<file path="src/rtl/vga_reg_commit_ctrl_if.sv">
// ---------------------------------------------------------------------------
// vga_reg_commit_ctrl_if
// Bundles the three register-write buses around the commit controller:
//   cpu_*  : Avalon-style CPU write port (chipselect/write/address/writedata,
//            waitrequest back to the CPU)
//   hw_*   : game-logic engine write port (req held until hw_grant pulses)
//   out_*  : replayed writes toward the sprite/score display block
// Modports:
//   master : the writer/display side (drives cpu_* and hw_* requests)
//   slave  : the commit controller itself
// ---------------------------------------------------------------------------
interface vga_reg_commit_ctrl_if;
   logic        cpu_chipselect;
   logic        cpu_write;
   logic [8:0]  cpu_address;
   logic [31:0] cpu_writedata;
   logic        cpu_waitrequest;

   logic        hw_req;
   logic [8:0]  hw_address;
   logic [31:0] hw_writedata;
   logic        hw_grant;

   logic        out_chipselect;
   logic        out_write;
   logic [8:0]  out_address;
   logic [31:0] out_writedata;

   modport master (
      output cpu_chipselect, cpu_write, cpu_address, cpu_writedata,
      output hw_req, hw_address, hw_writedata,
      input  cpu_waitrequest, hw_grant,
      input  out_chipselect, out_write, out_address, out_writedata
   );

   modport slave (
      input  cpu_chipselect, cpu_write, cpu_address, cpu_writedata,
      input  hw_req, hw_address, hw_writedata,
      output cpu_waitrequest, hw_grant,
      output out_chipselect, out_write, out_address, out_writedata
   );
endinterface

</file>
<file path="src/rtl/vga_reg_commit_ctrl.sv">
// ---------------------------------------------------------------------------
// vga_reg_commit_ctrl
// Arbitrates register writes from the CPU and the hardware game engine,
// queues them in a FIFO and replays them to the display block only during
// vertical blanking, so a frame's sprite/score updates land atomically.
// Only entries already queued when vblank rises are committed in that
// blanking interval; later entries wait for the next frame.
// Ports:
//   clk, reset   : 50 MHz clock, asynchronous active-high reset
//   bus          : cpu_* / hw_* request buses and out_* display bus
//   vblank       : high while the display is in vertical blanking
//   frame_count  : number of vblank rising edges seen (wraps at 16 bits)
//   fifo_level   : current FIFO occupancy
//   err_sticky   : bit0 = out-of-range address seen, bit1 reserved (0)
// ---------------------------------------------------------------------------
module vga_reg_commit_ctrl #(
   parameter int DEPTH    = 8,
   parameter int NUM_REGS = 13
) (
   input  logic                     clk,
   input  logic                     reset,
   vga_reg_commit_ctrl_if.slave     bus,
   input  logic                     vblank,
   output logic [15:0]              frame_count,
   output logic [$clog2(DEPTH):0]   fifo_level,
   output logic [1:0]               err_sticky
);

   localparam int PW = $clog2(DEPTH);
   localparam int CW = PW + 1;
   localparam int EW = 41;                       // {address[8:0], data[31:0]}
   localparam logic [CW-1:0] DEPTH_C    = CW'(DEPTH);
   localparam logic [8:0]    NUM_REGS_C = 9'(NUM_REGS);
   localparam logic          RR_CPU     = 1'b0;
   localparam logic          RR_HW      = 1'b1;

   typedef enum logic [1:0] {
      ST_IDLE     = 2'd0,
      ST_DRAIN    = 2'd1,
      ST_WAIT_LOW = 2'd2
   } state_t;

   // FIFO storage and bookkeeping
   logic [EW-1:0]  mem_r [DEPTH];
   logic [PW-1:0]  wr_ptr_r;
   logic [PW-1:0]  rd_ptr_r;
   logic [CW-1:0]  count_r;

   // Arbitration
   logic           rr_last_r;
   logic           cpu_req_s;
   logic           full_s;
   logic           cpu_grant_s;
   logic           hw_grant_s;
   logic           any_grant_s;
   logic [8:0]     sel_addr_s;
   logic [31:0]    sel_data_s;
   logic           bad_addr_s;
   logic           push_s;
   logic           err_r;

   // Commit sequencing
   logic           vblank_q_r;
   logic           vb_rise_s;
   state_t         state_r;
   state_t         state_s;
   logic [CW-1:0]  remaining_r;
   logic [CW-1:0]  remaining_s;
   logic [15:0]    frame_count_r;
   logic [15:0]    frame_count_s;
   logic           pop_s;
   logic [EW-1:0]  head_s;

   // Registered display bus
   logic           out_write_r;
   logic [8:0]     out_address_r;
   logic [31:0]    out_writedata_r;

   assign cpu_req_s   = bus.cpu_chipselect & bus.cpu_write;
   assign full_s      = (count_r == DEPTH_C);
   assign vb_rise_s   = vblank & ~vblank_q_r;
   assign head_s      = mem_r[rd_ptr_r];
   assign any_grant_s = cpu_grant_s | hw_grant_s;

   // Grant selection: round-robin on a tie, nothing while the FIFO is full.
   always_comb begin
      cpu_grant_s = 1'b0;
      hw_grant_s  = 1'b0;
      if (!full_s) begin
         if (cpu_req_s && bus.hw_req) begin
            if (rr_last_r == RR_HW) begin
               cpu_grant_s = 1'b1;
            end else begin
               hw_grant_s = 1'b1;
            end
         end else if (cpu_req_s) begin
            cpu_grant_s = 1'b1;
         end else if (bus.hw_req) begin
            hw_grant_s = 1'b1;
         end else begin
            cpu_grant_s = 1'b0;
            hw_grant_s  = 1'b0;
         end
      end else begin
         cpu_grant_s = 1'b0;
         hw_grant_s  = 1'b0;
      end
   end

   // Winner's address/data, and whether it may enter the FIFO.
   always_comb begin
      sel_addr_s = 9'd0;
      sel_data_s = 32'd0;
      if (cpu_grant_s) begin
         sel_addr_s = bus.cpu_address;
         sel_data_s = bus.cpu_writedata;
      end else if (hw_grant_s) begin
         sel_addr_s = bus.hw_address;
         sel_data_s = bus.hw_writedata;
      end else begin
         sel_addr_s = 9'd0;
         sel_data_s = 32'd0;
      end
      // Out-of-range writes are acknowledged but silently dropped.
      bad_addr_s = any_grant_s & (sel_addr_s >= NUM_REGS_C);
      push_s     = any_grant_s & ~bad_addr_s;
   end

   assign bus.cpu_waitrequest = cpu_req_s & ~cpu_grant_s;
   assign bus.hw_grant        = hw_grant_s;

   // FIFO data array; pointers alone define validity, so no reset needed.
   always_ff @(posedge clk) begin
      if (push_s) begin
         mem_r[wr_ptr_r] <= {sel_addr_s, sel_data_s};
      end
   end

   // FIFO pointers/occupancy; a simultaneous push and pop leaves count as is.
   always_ff @(posedge clk or posedge reset) begin
      if (reset) begin
         wr_ptr_r <= '0;
         rd_ptr_r <= '0;
         count_r  <= '0;
      end else begin
         if (push_s) begin
            wr_ptr_r <= wr_ptr_r + PW'(1);
         end
         if (pop_s) begin
            rd_ptr_r <= rd_ptr_r + PW'(1);
         end
         case ({push_s, pop_s})
            2'b10:   count_r <= count_r + CW'(1);
            2'b01:   count_r <= count_r - CW'(1);
            default: count_r <= count_r;
         endcase
      end
   end

   // Round-robin history and sticky address error.
   always_ff @(posedge clk or posedge reset) begin
      if (reset) begin
         rr_last_r <= RR_HW;
         err_r     <= 1'b0;
      end else begin
         if (any_grant_s) begin
            rr_last_r <= hw_grant_s ? RR_HW : RR_CPU;
         end
         if (bad_addr_s) begin
            err_r <= 1'b1;
         end
      end
   end

   // Commit FSM next-state: snapshot occupancy at vblank rise, then drain it.
   always_comb begin
      state_s       = state_r;
      remaining_s   = remaining_r;
      frame_count_s = frame_count_r;
      pop_s         = 1'b0;
      case (state_r)
         ST_IDLE: begin
            if (vb_rise_s) begin
               frame_count_s = frame_count_r + 16'd1;
               remaining_s   = count_r;
               if (count_r != '0) begin
                  state_s = ST_DRAIN;
               end else begin
                  state_s = ST_WAIT_LOW;
               end
            end else begin
               state_s = ST_IDLE;
            end
         end
         ST_DRAIN: begin
            if (vblank && (remaining_r != '0)) begin
               pop_s       = 1'b1;
               remaining_s = remaining_r - CW'(1);
               if (remaining_r == CW'(1)) begin
                  state_s = ST_WAIT_LOW;
               end else begin
                  state_s = ST_DRAIN;
               end
            end else begin
               // vblank ended early: leftover entries keep their order.
               state_s = ST_WAIT_LOW;
            end
         end
         ST_WAIT_LOW: begin
            if (!vblank) begin
               state_s = ST_IDLE;
            end else begin
               state_s = ST_WAIT_LOW;
            end
         end
         default: begin
            state_s = ST_IDLE;
         end
      endcase
   end

   // Commit FSM state, frame counter and vblank edge history.
   always_ff @(posedge clk or posedge reset) begin
      if (reset) begin
         state_r       <= ST_IDLE;
         remaining_r   <= '0;
         frame_count_r <= 16'd0;
         vblank_q_r    <= 1'b0;
      end else begin
         state_r       <= state_s;
         remaining_r   <= remaining_s;
         frame_count_r <= frame_count_s;
         vblank_q_r    <= vblank;
      end
   end

   // Display bus: one registered write per popped entry.
   always_ff @(posedge clk or posedge reset) begin
      if (reset) begin
         out_write_r     <= 1'b0;
         out_address_r   <= 9'd0;
         out_writedata_r <= 32'd0;
      end else begin
         out_write_r <= pop_s;
         if (pop_s) begin
            out_address_r   <= head_s[EW-1:32];
            out_writedata_r <= head_s[31:0];
         end else begin
            out_address_r   <= 9'd0;
            out_writedata_r <= 32'd0;
         end
      end
   end

   assign bus.out_chipselect = out_write_r;
   assign bus.out_write      = out_write_r;
   assign bus.out_address    = out_address_r;
   assign bus.out_writedata  = out_writedata_r;
   assign frame_count        = frame_count_r;
   assign fifo_level         = count_r;
   assign err_sticky         = {1'b0, err_r};

endmodule
</file>
<file path="src/flat_wrapper.sv">
// flat-port wrapper written by rule: the top's interface ports become plain ports
module vga_reg_commit_ctrl_flat 
#(
   parameter int DEPTH    = 8,
   parameter int NUM_REGS = 13
)
  (clk, reset, vblank, frame_count, fifo_level, err_sticky, bus_cpu_chipselect, bus_cpu_write, bus_cpu_address, bus_cpu_writedata, bus_hw_req, bus_hw_address, bus_hw_writedata, bus_cpu_waitrequest, bus_hw_grant, bus_out_chipselect, bus_out_write, bus_out_address, bus_out_writedata);
  vga_reg_commit_ctrl_if bus_i ();
  input  logic clk;
  input  logic reset;
  input  logic vblank;
  output logic [15:0] frame_count;
  output logic [$clog2(DEPTH):0] fifo_level;
  output logic [1:0] err_sticky;
  input wire logic [$bits(bus_i.cpu_chipselect)-1:0] bus_cpu_chipselect;
  input wire logic [$bits(bus_i.cpu_write)-1:0] bus_cpu_write;
  input wire logic [$bits(bus_i.cpu_address)-1:0] bus_cpu_address;
  input wire logic [$bits(bus_i.cpu_writedata)-1:0] bus_cpu_writedata;
  input wire logic [$bits(bus_i.hw_req)-1:0] bus_hw_req;
  input wire logic [$bits(bus_i.hw_address)-1:0] bus_hw_address;
  input wire logic [$bits(bus_i.hw_writedata)-1:0] bus_hw_writedata;
  output wire logic [$bits(bus_i.cpu_waitrequest)-1:0] bus_cpu_waitrequest;
  output wire logic [$bits(bus_i.hw_grant)-1:0] bus_hw_grant;
  output wire logic [$bits(bus_i.out_chipselect)-1:0] bus_out_chipselect;
  output wire logic [$bits(bus_i.out_write)-1:0] bus_out_write;
  output wire logic [$bits(bus_i.out_address)-1:0] bus_out_address;
  output wire logic [$bits(bus_i.out_writedata)-1:0] bus_out_writedata;
  assign bus_i.cpu_chipselect = bus_cpu_chipselect;
  assign bus_i.cpu_write = bus_cpu_write;
  assign bus_i.cpu_address = bus_cpu_address;
  assign bus_i.cpu_writedata = bus_cpu_writedata;
  assign bus_i.hw_req = bus_hw_req;
  assign bus_i.hw_address = bus_hw_address;
  assign bus_i.hw_writedata = bus_hw_writedata;
  assign bus_cpu_waitrequest = bus_i.cpu_waitrequest;
  assign bus_hw_grant = bus_i.hw_grant;
  assign bus_out_chipselect = bus_i.out_chipselect;
  assign bus_out_write = bus_i.out_write;
  assign bus_out_address = bus_i.out_address;
  assign bus_out_writedata = bus_i.out_writedata;
  vga_reg_commit_ctrl #(.DEPTH(DEPTH), .NUM_REGS(NUM_REGS)) u_core (.clk(clk), .reset(reset), .bus(bus_i), .vblank(vblank), .frame_count(frame_count), .fifo_level(fifo_level), .err_sticky(err_sticky));
endmodule
</file>
<file path="config.mk">
export PLATFORM = sky130hd
export DESIGN_NAME = vga_reg_commit_ctrl_flat
export DESIGN_NICKNAME = d
export VERILOG_FILES = /design/src/rtl/vga_reg_commit_ctrl_if.sv /design/src/rtl/vga_reg_commit_ctrl.sv /design/src/flat_wrapper.sv
export SDC_FILE = /design/constraint.sdc
export NUM_CORES = 1
export LEC_CHECK = 0
export CELL_PAD_IN_SITES_DETAIL_PLACEMENT = 0
export CELL_PAD_IN_SITES_GLOBAL_PLACEMENT = 1
export CORE_MARGIN = 4
export CORE_UTILIZATION = 44
export CTS_CLUSTER_DIAMETER = 40
export CTS_CLUSTER_SIZE = 8
export DETAILED_ROUTE_END_ITERATION = 12
export HOLD_SLACK_MARGIN = 0.12
export PLACE_DENSITY_LB_ADDON = 0.05
export SYNTH_ARGS = -nofsm -noshare
export SYNTH_HDL_FRONTEND = slang
export SYNTH_SLANG_ARGS = --single-unit
</file>
<file path="constraint.sdc">
create_clock -name clk -period 5.3 [get_ports clk]
set_input_delay 0.53 -clock clk [delete_from_list [all_inputs] [get_ports clk]]
set_output_delay 0.53 -clock clk [all_outputs]
set_load 0.02 [all_outputs]
</file>
After elaboration in Yosys (flattened, before gate mapping):

Memories as Yosys holds them, arrays and structs flattened.
Cells that the tools add are included.

* memories: 1
* word-level logic and storage cells: 76
* bits in writable memories: 328
* register bits: 77

* $add $sub $neg: 6
* bitwise logic cells: 9
* $lt $le $gt $ge: 1
* multiplexer cells: 30
* eq/ne operators: 8
* reduce and logical (&&, ||, !) cells: 9

Memories
* u_core.mem_r: depth 8, bits a word 41, read ports 1, clocked after memory_dff 0, wr ports 1, line vga_reg_commit_ctrl.sv:44 `logic [EW-1:0] mem_r [DEPTH];`

Operators with widths (number)
* $mux 32: 3
* $mux 9: 3
* $add 16x1->16 const B: 1
* $pmux 4 s2: 2
* $mux 1: 14
* $mux 2: 5
* $ge 9x4->1 const B: 1
* $mux 4: 2
* $reduce_bool 4->1: 2
* $sub 4x1->4 const B: 2
* $add 3x1->3 const B: 2
* $pmux 2 s3: 1
* $and 1x1->1: 5
* $add 4x1->4 const B: 1
* $eq 2x1->1 const B: 2
* $eq 2x2->1 const B: 2
* $eq 4x1->1 const B: 1
* $eq 4x4->1 const B: 1
* $ne 2x1->1 const B: 2
* $reduce_bool 2->1: 2
* $not 1->1: 3
* $reduce_and 3->1: 1
* $logic_and 1x1->1: 2
* $logic_not 2->1: 1
* other kinds (2): 2

Longest topological paths before layout:

Gate-level depths: netlist of the first run.

* word-level depth: 12
* mapped depth: 13
* depth with buffers taken out: 12

Least setup slack after synthesis of the first run:

OpenSTA, ideal clock, no wires.

* path kind: input -> register
* start: in bus_cpu_chipselect
* end: mem u_core.mem_r[2][0] (enable)
* data required time: 4758 ps
* arrival: 5311 ps
* setup slack: -553 ps
* path buffers: 2
* cell stages on the path: 7
* path through: and3_1 -> nor2b_1 -> buf_2 -> a22oi_2 -> nand3_1 -> buf_4 -> nor4_1

* word-level cells in the longest chain between the ends: 12

Ends and longest elaborated chain
* start, declared: line flat_wrapper.sv:15 `input wire logic [$bits(bus_i.cpu_chipselect)-1:0] bus_cpu_chipselect;`
* $and 1x1->1 *: line vga_reg_commit_ctrl.sv:79 `assign cpu_req_s = bus.cpu_chipselect & bus.cpu_write;`
* $mux 1 / $logic_and 1x1->1 (equally long branches): line vga_reg_commit_ctrl.sv:96, vga_reg_commit_ctrl.sv:90
* $mux 1: line vga_reg_commit_ctrl.sv:90 `if (cpu_req_s && bus.hw_req) begin`
* $mux 1: line vga_reg_commit_ctrl.sv:89 `if (!full_s) begin`
* $mux 9: line vga_reg_commit_ctrl.sv:117 `end else if (hw_grant_s) begin`
* $mux 9: line vga_reg_commit_ctrl.sv:114 `if (cpu_grant_s) begin`
* $ge 9x4->1: line vga_reg_commit_ctrl.sv:125 `bad_addr_s = any_grant_s & (sel_addr_s >= NUM_REGS_C);`
* $and 1x1->1: line vga_reg_commit_ctrl.sv:125
* $not 1->1: line vga_reg_commit_ctrl.sv:126 `push_s = any_grant_s & ~bad_addr_s;`
* $and 1x1->1 *: line vga_reg_commit_ctrl.sv:126
* $mux 1 *: line vga_reg_commit_ctrl.sv:134 `if (push_s) begin`
* $mux 1 (implied by the code) *: line vga_reg_commit_ctrl.sv:135 `mem_r[wr_ptr_r] <= {sel_addr_s, sel_data_s};`
* end, declared: line vga_reg_commit_ctrl.sv:44

Every way passes the cells marked *; elsewhere a longest branch is shown, timed or not.

Worst setup path in the final report of the first run:

* start: reg u_core.count_r[0], in the netlist u_core.fifo_level[0]
* end: reg u_core.count_r[3], in the netlist u_core.fifo_level[3]

* word-level cells in the longest chain between the ends: 10

Ends and longest elaborated chain
* start, declared: line vga_reg_commit_ctrl.sv:47 `logic [CW-1:0] count_r;`
* start signal, assigned: line vga_reg_commit_ctrl.sv:153 `2'b10: count_r <= count_r + CW'(1);`
* start signal, assigned: line vga_reg_commit_ctrl.sv:154 `2'b01: count_r <= count_r - CW'(1);`
* start signal, assigned: line vga_reg_commit_ctrl.sv:155 `default: count_r <= count_r;`
* $eq 4x4->1: line vga_reg_commit_ctrl.sv:80 `assign full_s = (count_r == DEPTH_C);`
* $mux 1: line vga_reg_commit_ctrl.sv:89
* $mux 9: line vga_reg_commit_ctrl.sv:117
* $mux 9: line vga_reg_commit_ctrl.sv:114
* $ge 9x4->1: line vga_reg_commit_ctrl.sv:125
* $and 1x1->1: line vga_reg_commit_ctrl.sv:125
* $not 1->1: line vga_reg_commit_ctrl.sv:126
* $and 1x1->1: line vga_reg_commit_ctrl.sv:126
* $eq 2x1->1 / $eq 2x2->1 (equally long branches): line vga_reg_commit_ctrl.sv:152 `case ({push_s, pop_s})`
* $pmux 4 s2 / $reduce_bool 2->1 (equally long branches)

Parallel ways exist; a longest one is shown, timed or not.
A chain may end at the register's enable or synchronous reset.

==> out/results.ini, run 1 <==
[status]
status = complete, no violations

[synthesis]
yosysUniqueCellTypes = 50
synth_area_mm2 = 0.0158
avgSynthCellArea_um2 = 19.4
synthMuxAreaShare_pct = 14.5
synth_top_family_by_area = multiplexers
synth_xor_area_share_pct = 1.28
ys_seq_elements = 405
ys.flop_type = edfxtp_1
synth-compound-area-share_pct = 3.18
synthArstFlopShare_pct = 19.0
postSynthCellCount = 813
synth_warnings = 0
synth-simple-area-share_pct = 4.12
synth_fa_ha_area_share_pct = 0.761
syn_nets = 910
yosysSeqAreaShare_pct = 74.6
synth_edf_count = 328

[route]
via_per_inst = 5.38
wl_per_cell_um = 22.4
ant_nets = 0
wl_mm = 33.9
drtIter0Drc = 429
route.detailed.drc = 0
first_pass_iters = 5
vias = 8145

[cts]
clkLatencyLatePin_ps = 570
postCtsSetupRepairBufs = 0
tritoncts = yes
clk_pin_slew_ps = 50
postCtsHoldBufs = 0
cts_root_buf = clkbuf_16
cts_resized = 0
clockBufferDepth = 3
clock_sinks = 405
cts_buffers = 61
htreeDepth = 2

[finish]
mostFrequentLayoutCells = 328 x edfxtp_1, 153 x clkdlybuf4s50_1, 82 x mux4_2
diodes = 0
seq_area_mm2 = 0.0118
area_delta_synth_final_pct = 24.9
multi_input_area_mm2 = 0.00383
layout_commonest_cell = edfxtp_1
stdcell_count = 1515
nets = 1099
drive_gt1_share_pct = 19.1
n_fill_cell = 2743

[pwr]
p_leak_nw = 6.86
vdd_drop_max_mv = 0.324
powerDensity_mw_per_mm2 = 512

[floorplan]
core-area_mm2 = 0.0355
die_y_um = 197
die-area_mm2 = 0.0390
initial_core_util_pct = 44.5
fp-row-count = 69
io_pins = 155
die_x_um = 197

[global_route]
antenna_found_initial = 0
use_met2_pct = 30.2
grt_pass1_vias = 8839
track_usage_pct = 17.6
grt_overflow = 0
grt_use_met1_pct = 23.4
grt_busiest_layer = met2
grtUsageMet3_pct = 2.88
grt_first_pass_wirelength_mm = 52.2
grt_max_degree = 53

[placement]
dpl.hpwl_mm = 18.8
placed_cells = 1400
gp_congestion = 0.770
dp_slack_ps = 1440
port_buffers = 153

[timing]
fmax_ghz = 0.294
worst_slew_pin_slew_ps = 1020
fin_ws_ps = 1890
relSlewSlack_pct = 32.2
timing.hold.ws_ps = 305
finalCritPeriodShare_pct = 64.3
rsz0062_at_grt = false
final_hold_viol_count = 0
period_minus_slack_ps = 3410
finalMaxSlewViolations = 0
setup_violations = 0
fin_skew_ps = 18.6

[setup_path]
crit_fanout = 12
cp.required_ps = 5730
worstSetupStartpointType = flip-flop
cpMaxStageDelayCell = nand3_1
critical-path-top-delay-family = simple AND/OR/NAND/NOR gates
max_stage_delay_ps = 530
crit_chain = nor3_2 -> and2_1 -> nor2_1 -> nand3_1 -> ha_1 -> ha_1 -> a21o_1 -> a21oi_1 -> xnor2_1 -> nor2_1 -> xor2_1
crit_type = reg2reg
crit_buf_inv = 0
worst_ep_arrival_time_ps = 3830
worstSetupEndpointType = flip-flop

[job]
max-cap-violations = 0

[min_path]
hp-class = in2async

stage by stage:
| step | power (W) | utilization (%) | TNS (ps) | instance area [um^2] |
|---|---|---|---|---|
| 2_1_floorplan | 0.00589 | - | -136030 | 15800 |
| 3_3_place_gp | 0.00661 | 50.4 | 0 | 17900 |
| 3_5_place_dp | 0.00669 | 50.4 | 0 | 17900 |
| 4_1_cts | 0.0102 | 55.6 | 0 | 19700 |
| 5_1_grt | 0.0106 | 55.6 | 0 | 19700 |
| 6_report | 0.0101 | 55.6 | 0 | 19700 |
worst paths after layout:
check,slack [ps],cells after the start,endpoint,start
setup / recovery,1890,11,u_core.fifo_level[3],u_core.fifo_level[0]
hold / removal,300,2,u_core.bus.out_address[6],reset
setup reg to reg,1890,11,u_core.fifo_level[3],u_core.fifo_level[0]
hold reg to reg,470,1,u_core.err_r,u_core.err_r
max in group asynchronous,3870,3,u_core.rd_ptr_r[1],reset
min in group clk,470,1,u_core.err_r,u_core.err_r
logic make-up (layout without fill, tap and decap cells):
group | after synthesis | in the layout
xor gates and xnor gates | 23 | 23
and+or+nand+nor | 129 | 129
DFF | 405 | 405
adders and majority gates | 9 | 9
other | 1 | 1
buffers and inverters | 56 | 297
muxes | 126 | 126
AOI/OAI and AO/OA | 64 | 64
cell type report:
class                   instances  share of cell area, %
flip-flops and latches        405                   59.8
clock inverters                 9                  0.324
well taps                     461                   2.93
multi-input cells             352                   19.4
clock buffers                 106                   8.91
repair buffers                168                   8.34
inverters                      14                  0.279
worst register-to-register path, stage by stage, from the launching register on:
cell,delay [ps]
dfrtp_1,440
nor3_2,370
and2_1,500
nor2_1,130
nand3_1,530
ha_1,330
ha_1,260
a21o_1,190
a21oi_1,180
xnor2_1,150
nor2_1,80
xor2_1,140
routing by layer:
| layer | part of all wire [%] | vias up |
|---|---|---|
| li1 | - | 3624 |
| met1 | 42 | 4265 |
| met2 | 52 | 199 |
| met3 | 4.4 | 57 |
| met4 | 1.9 | 0 |
| met5 | 0 | - |
cell usage after synthesis, types with 2 or more instances:
cell | number | share of area, %
a22oi_1 | 7 | 0.33
buf_4 | 4 | 0.19
inv_1 | 13 | 0.31
nor4_1 | 6 | 0.24
or3_1 | 2 | 0.079
xor2_1 | 7 | 0.39
buf_1 | 6 | 0.14
o32ai_1 | 4 | 0.22
nor3_2 | 2 | 0.13
a21oi_1 | 7 | 0.22
o21ai_0 | 6 | 0.19
and2b_1 | 2 | 0.095
a21o_1 | 2 | 0.095
dfrtp_1 | 76 | 12
xnor2_1 | 16 | 0.89
ha_1 | 8 | 0.63
mux4_2 | 82 | 12
mux2_2 | 2 | 0.14
clkbuf_1 | 17 | 0.40
edfxtp_1 | 328 | 62
nor2b_1 | 2 | 0.079
nor2_1 | 62 | 1.5
a21boi_0 | 2 | 0.095
buf_2 | 15 | 0.48
and3_1 | 4 | 0.16
mux2i_1 | 42 | 2.7
nor2_2 | 3 | 0.12
and2_1 | 2 | 0.079
nand2_1 | 19 | 0.45
nand4_1 | 3 | 0.12
nand2b_1 | 2 | 0.079
or2_2 | 2 | 0.079
nor3_1 | 5 | 0.16
nand3_1 | 5 | 0.16
a22o_1 | 33 | 1.8
where the power goes:
part	internal (W)	leakage, nW	total [W]	switching [W]
Sequential	0.00394	4.02	0.00439	0.000457
Clock	0.00222	0.870	0.00352	0.00130
Combinational	0.00113	1.97	0.00218	0.00105
state kept, by name, indices dropped and copies added (netlist names):
name and cells:
u_core.state_r 2, u_core.frame_count 16, u_core.wr_ptr_r 3, u_core.bus.out_writedata 32, u_core.bus.out_address 9, u_core.err_r 1, u_core.rd_ptr_r 3, u_core.remaining_r 4
u_core.bus.out_chipselect 1, u_core.vblank_q_r 1, u_core.rr_last_r 1, u_core.fifo_level 4, u_core.mem_r 328
Note: power is estimated with default switching activity, not from simulation.
==> run 2, diff against run 1 <==
--- a/config.mk
+++ b/config.mk
@@ -8,7 +8,7 @@
 export CELL_PAD_IN_SITES_DETAIL_PLACEMENT = 0
 export CELL_PAD_IN_SITES_GLOBAL_PLACEMENT = 1
 export CORE_MARGIN = 4
-export CORE_UTILIZATION = 44
+export CORE_UTILIZATION = 49
 export CTS_CLUSTER_DIAMETER = 40
 export CTS_CLUSTER_SIZE = 8
 export DETAILED_ROUTE_END_ITERATION = 12
==> constraint.sdc (replaced) <==
create_clock -name clk -period 3.3 [get_ports clk]
set_input_delay 0.33 -clock clk [delete_from_list [all_inputs] [get_ports clk]]
set_output_delay 0.33 -clock clk [all_outputs]
set_load 0.02 [all_outputs]
==> run 2 against run 1 <==
  * Non-clock buffer count grew 10
  * Critical path depth fell by 5
  * Hold slack improved by 40 ps
  * Register-to-register slack lost 1400 ps
  * Global-route usage up 1.6 points
  * Via count up 0.41%
  * Cell count decreased by 3.6%
  * Sequential cell count is the same
==> out/results.ini, run 2 (same netlist as run 1, synthesis figures left out) <==
[global_route]
grt_pass1_vias = 9098  ; +2.9%
grt_busiest_layer = met2
grt_first_pass_wirelength_mm = 52.2  ; +0.11%
grtUsageMet3_pct = 3.22  ; +0.34 points
grt_use_met1_pct = 24.9  ; +1.4 points
track_usage_pct = 19.2  ; +1.6 points
grt_overflow = 0  ; unchanged
use_met2_pct = 34.2  ; +3.9 points
grt_max_degree = 85  ; +60%
antenna_found_initial = 0  ; unchanged

[placement]
port_buffers = 153  ; unchanged
dpl.hpwl_mm = 18.5  ; -1.4%
place_area_mm2 = 0.0180  ; +0.79%
gp_congestion = 0.818  ; +6.2%

[cts]
postCtsHoldBufs = 0  ; unchanged
clkLatencyLatePin_ps = 550  ; -20 ps
clock_sinks = 405  ; unchanged
tritoncts = yes
htreeDepth = 2  ; unchanged
cts_resized = 0  ; unchanged
cts_root_buf = clkbuf_16
clk_pin_slew_ps = 50  ; about the same
cts_buffers = 59  ; -3.3%
postCtsSetupRepairBufs = 0  ; unchanged
clockBufferDepth = 3  ; unchanged

[setup_path]
max_stage_delay_ps = 620  ; +90 ps
cpMaxStageDelayCell = clkdlybuf4s50_1
r2r_end = u_core.fifo_level[3]
critical-path-top-delay-family = buffers and inverters
critPathLaunch = u_core.fifo_level[0]
path_depth = 6  ; -5
worstSetupStartpointType = flip-flop
crit_chain = nor3_2 -> and2_1 -> buf_4 -> nor3_4 -> nor2_1 -> clkdlybuf4s50_1
worst_ep_arrival_time_ps = 2510  ; -1320 ps
crit_type = reg2out
cp-endpoint = bus_cpu_waitrequest
crit_buf_inv = 2  ; +2
timing.rr.start = u_core.rr_last_r
reg2reg_slack_ps = 530  ; -1360 ps
crit_fanout = 11  ; -1
reg2reg_depth = 11  ; unchanged
cp.required_ps = 2970  ; -2760 ps
worstSetupEndpointType = primary output

[route]
wl_per_cell_um = 22.8  ; +1.9%
vias = 8178  ; +0.41%
via_per_inst = 5.60  ; +4.2%
drtIter0Drc = 539  ; +26%
wl_mm = 33.3  ; -1.8%
ant_nets = 0  ; unchanged
first_pass_iters = 4  ; -1
route.detailed.drc = 0  ; unchanged

[finish]
nets = 1107  ; +0.73%
n_fill_cell = 2229  ; -19%
area_delta_synth_final_pct = 25.3
post-route-util_pct = 62.5  ; +7.0 points
layout_commonest_cell = edfxtp_1
regMostFlops = u_core.mem_r
largest_reg_flops = 328  ; unchanged
drive_gt1_share_pct = 19.4  ; +0.31 points
mostFrequentLayoutCells = 328 x edfxtp_1, 153 x clkdlybuf4s50_1, 82 x mux4_2
diodes = 0  ; unchanged
stdcell_area_mm2 = 0.0198  ; +0.36%

[floorplan]
io_pins = 155  ; unchanged
die_y_um = 188  ; -5.0%
initial_core_util_pct = 49.9  ; +5.4 points
die-area_mm2 = 0.0352  ; -9.8%
die_x_um = 188  ; -5.0%
fp-row-count = 65  ; -5.8%
core-area_mm2 = 0.0316  ; -11%

[timing]
fin_skew_ps = 9.91  ; -8.66 ps
rsz0062_at_grt = false
fmax_ghz = 0.352
timing.hold.ws_ps = 345  ; +40.2 ps
tns_ps = 0  ; unchanged
final_hold_viol_count = 0  ; unchanged
worst_slew_pin_slew_ps = 1060  ; +44.2 ps
period_minus_slack_ps = 2840
finalMaxSlewViolations = 0  ; unchanged
finalCritPeriodShare_pct = 86.0
relSlewSlack_pct = 29.2  ; -2.9 points
setup_violations = 0  ; unchanged

[min_path]
hp-class = in2reg

[pwr]
p_leak_nw = 6.92  ; +0.76%
power.share.switching_pct = 27.9  ; about the same
pwr-share-clk_pct = 34.0  ; -0.9 points
vdd_drop_max_mv = 0.469  ; +45%
switchingPower_w = 0.00451  ; +60%
powerDensity_mw_per_mm2 = 818  ; +60%
total_power_w = 0.0162  ; +60%
seq_power_share_pct = 42.2  ; -1.3 points
comb_power_share_pct = 23.8  ; +2.2 points
p_int_w = 0.0117  ; +60%

[status]
status = complete, no violations

[job]
max-cap-violations = 0  ; unchanged

-- run 2: cell count changes in the layout (fill, tap and decap cells not counted), sizes merged --
cell / previous run / this run
buf: 15 / 25
clkinv: 8 / 2
-- run 2: metrics by stage --
stage | worst slack [ps] | instances
after floorplan | -818 | 813
final | 461 | 1460
after global placement | 355 | 1351
after detailed placement | 236 | 1351
after global routing | 334 | 1460
after CTS | 415 | 1460
-- run 2: routing by layer --
metal  wire [um]  part of all wire (%)  vias to the layer above
li1            -                     -                     3638
met5           0                     0                        -
met2       17600                    53                      229
met4         525                   1.6                        0
met1       13500                    41                     4255
met3        1600                   4.8                       56
-- run 2: area by class of cell --
class | instances | area, um^2 | area share, %
inverters | 14 | 55.1 | 0.278
clock inverters | 3 | 25.0 | 0.126
multi-input cells | 352 | 3890 | 19.7
repair buffers | 178 | 1790 | 9.07
clock buffers | 106 | 1730 | 8.72
well taps | 402 | 503 | 2.54
flip-flops and latches | 405 | 11800 | 59.6
-- run 2: worst min path at each step --
stage | start | to | slack (ps) | cells past startpoint
after floorplan | vblank | u_core.vblank_q_r | 360 | 0
after CTS | vblank | u_core.vblank_q_r | 320 | 1
after global routing | vblank | u_core.vblank_q_r | 350 | 1
final | vblank | u_core.vblank_q_r | 340 | 1
after detailed placement | u_core.err_r | u_core.err_r | 480 | 1
after global placement | u_core.err_r | u_core.err_r | 460 | 1
-- run 2: worst register-to-register path, delay by kind of cell (launching register included) --
| kind | cells | cell delay (ps) |
|---|---|---|
| xor+xnor | 2 | 290 |
| fa+ha+maj | 2 | 450 |
| compound gates | 3 | 740 |
| simple gates | 4 | 660 |
| flops | 1 | 520 |
-- run 2: power groups by stage --
stage	Combinational, W	Clock [W]	Sequential [W]
5_1_grt	0.00421	0.00588	0.00690
4_1_cts	0.00395	0.00562	0.00684
3_3_place_gp	0.00386	0	0.00689
3_5_place_dp	0.00393	0	0.00694
6_report	0.00385	0.00550	0.00683
2_1_floorplan	0.00268	0	0.00679
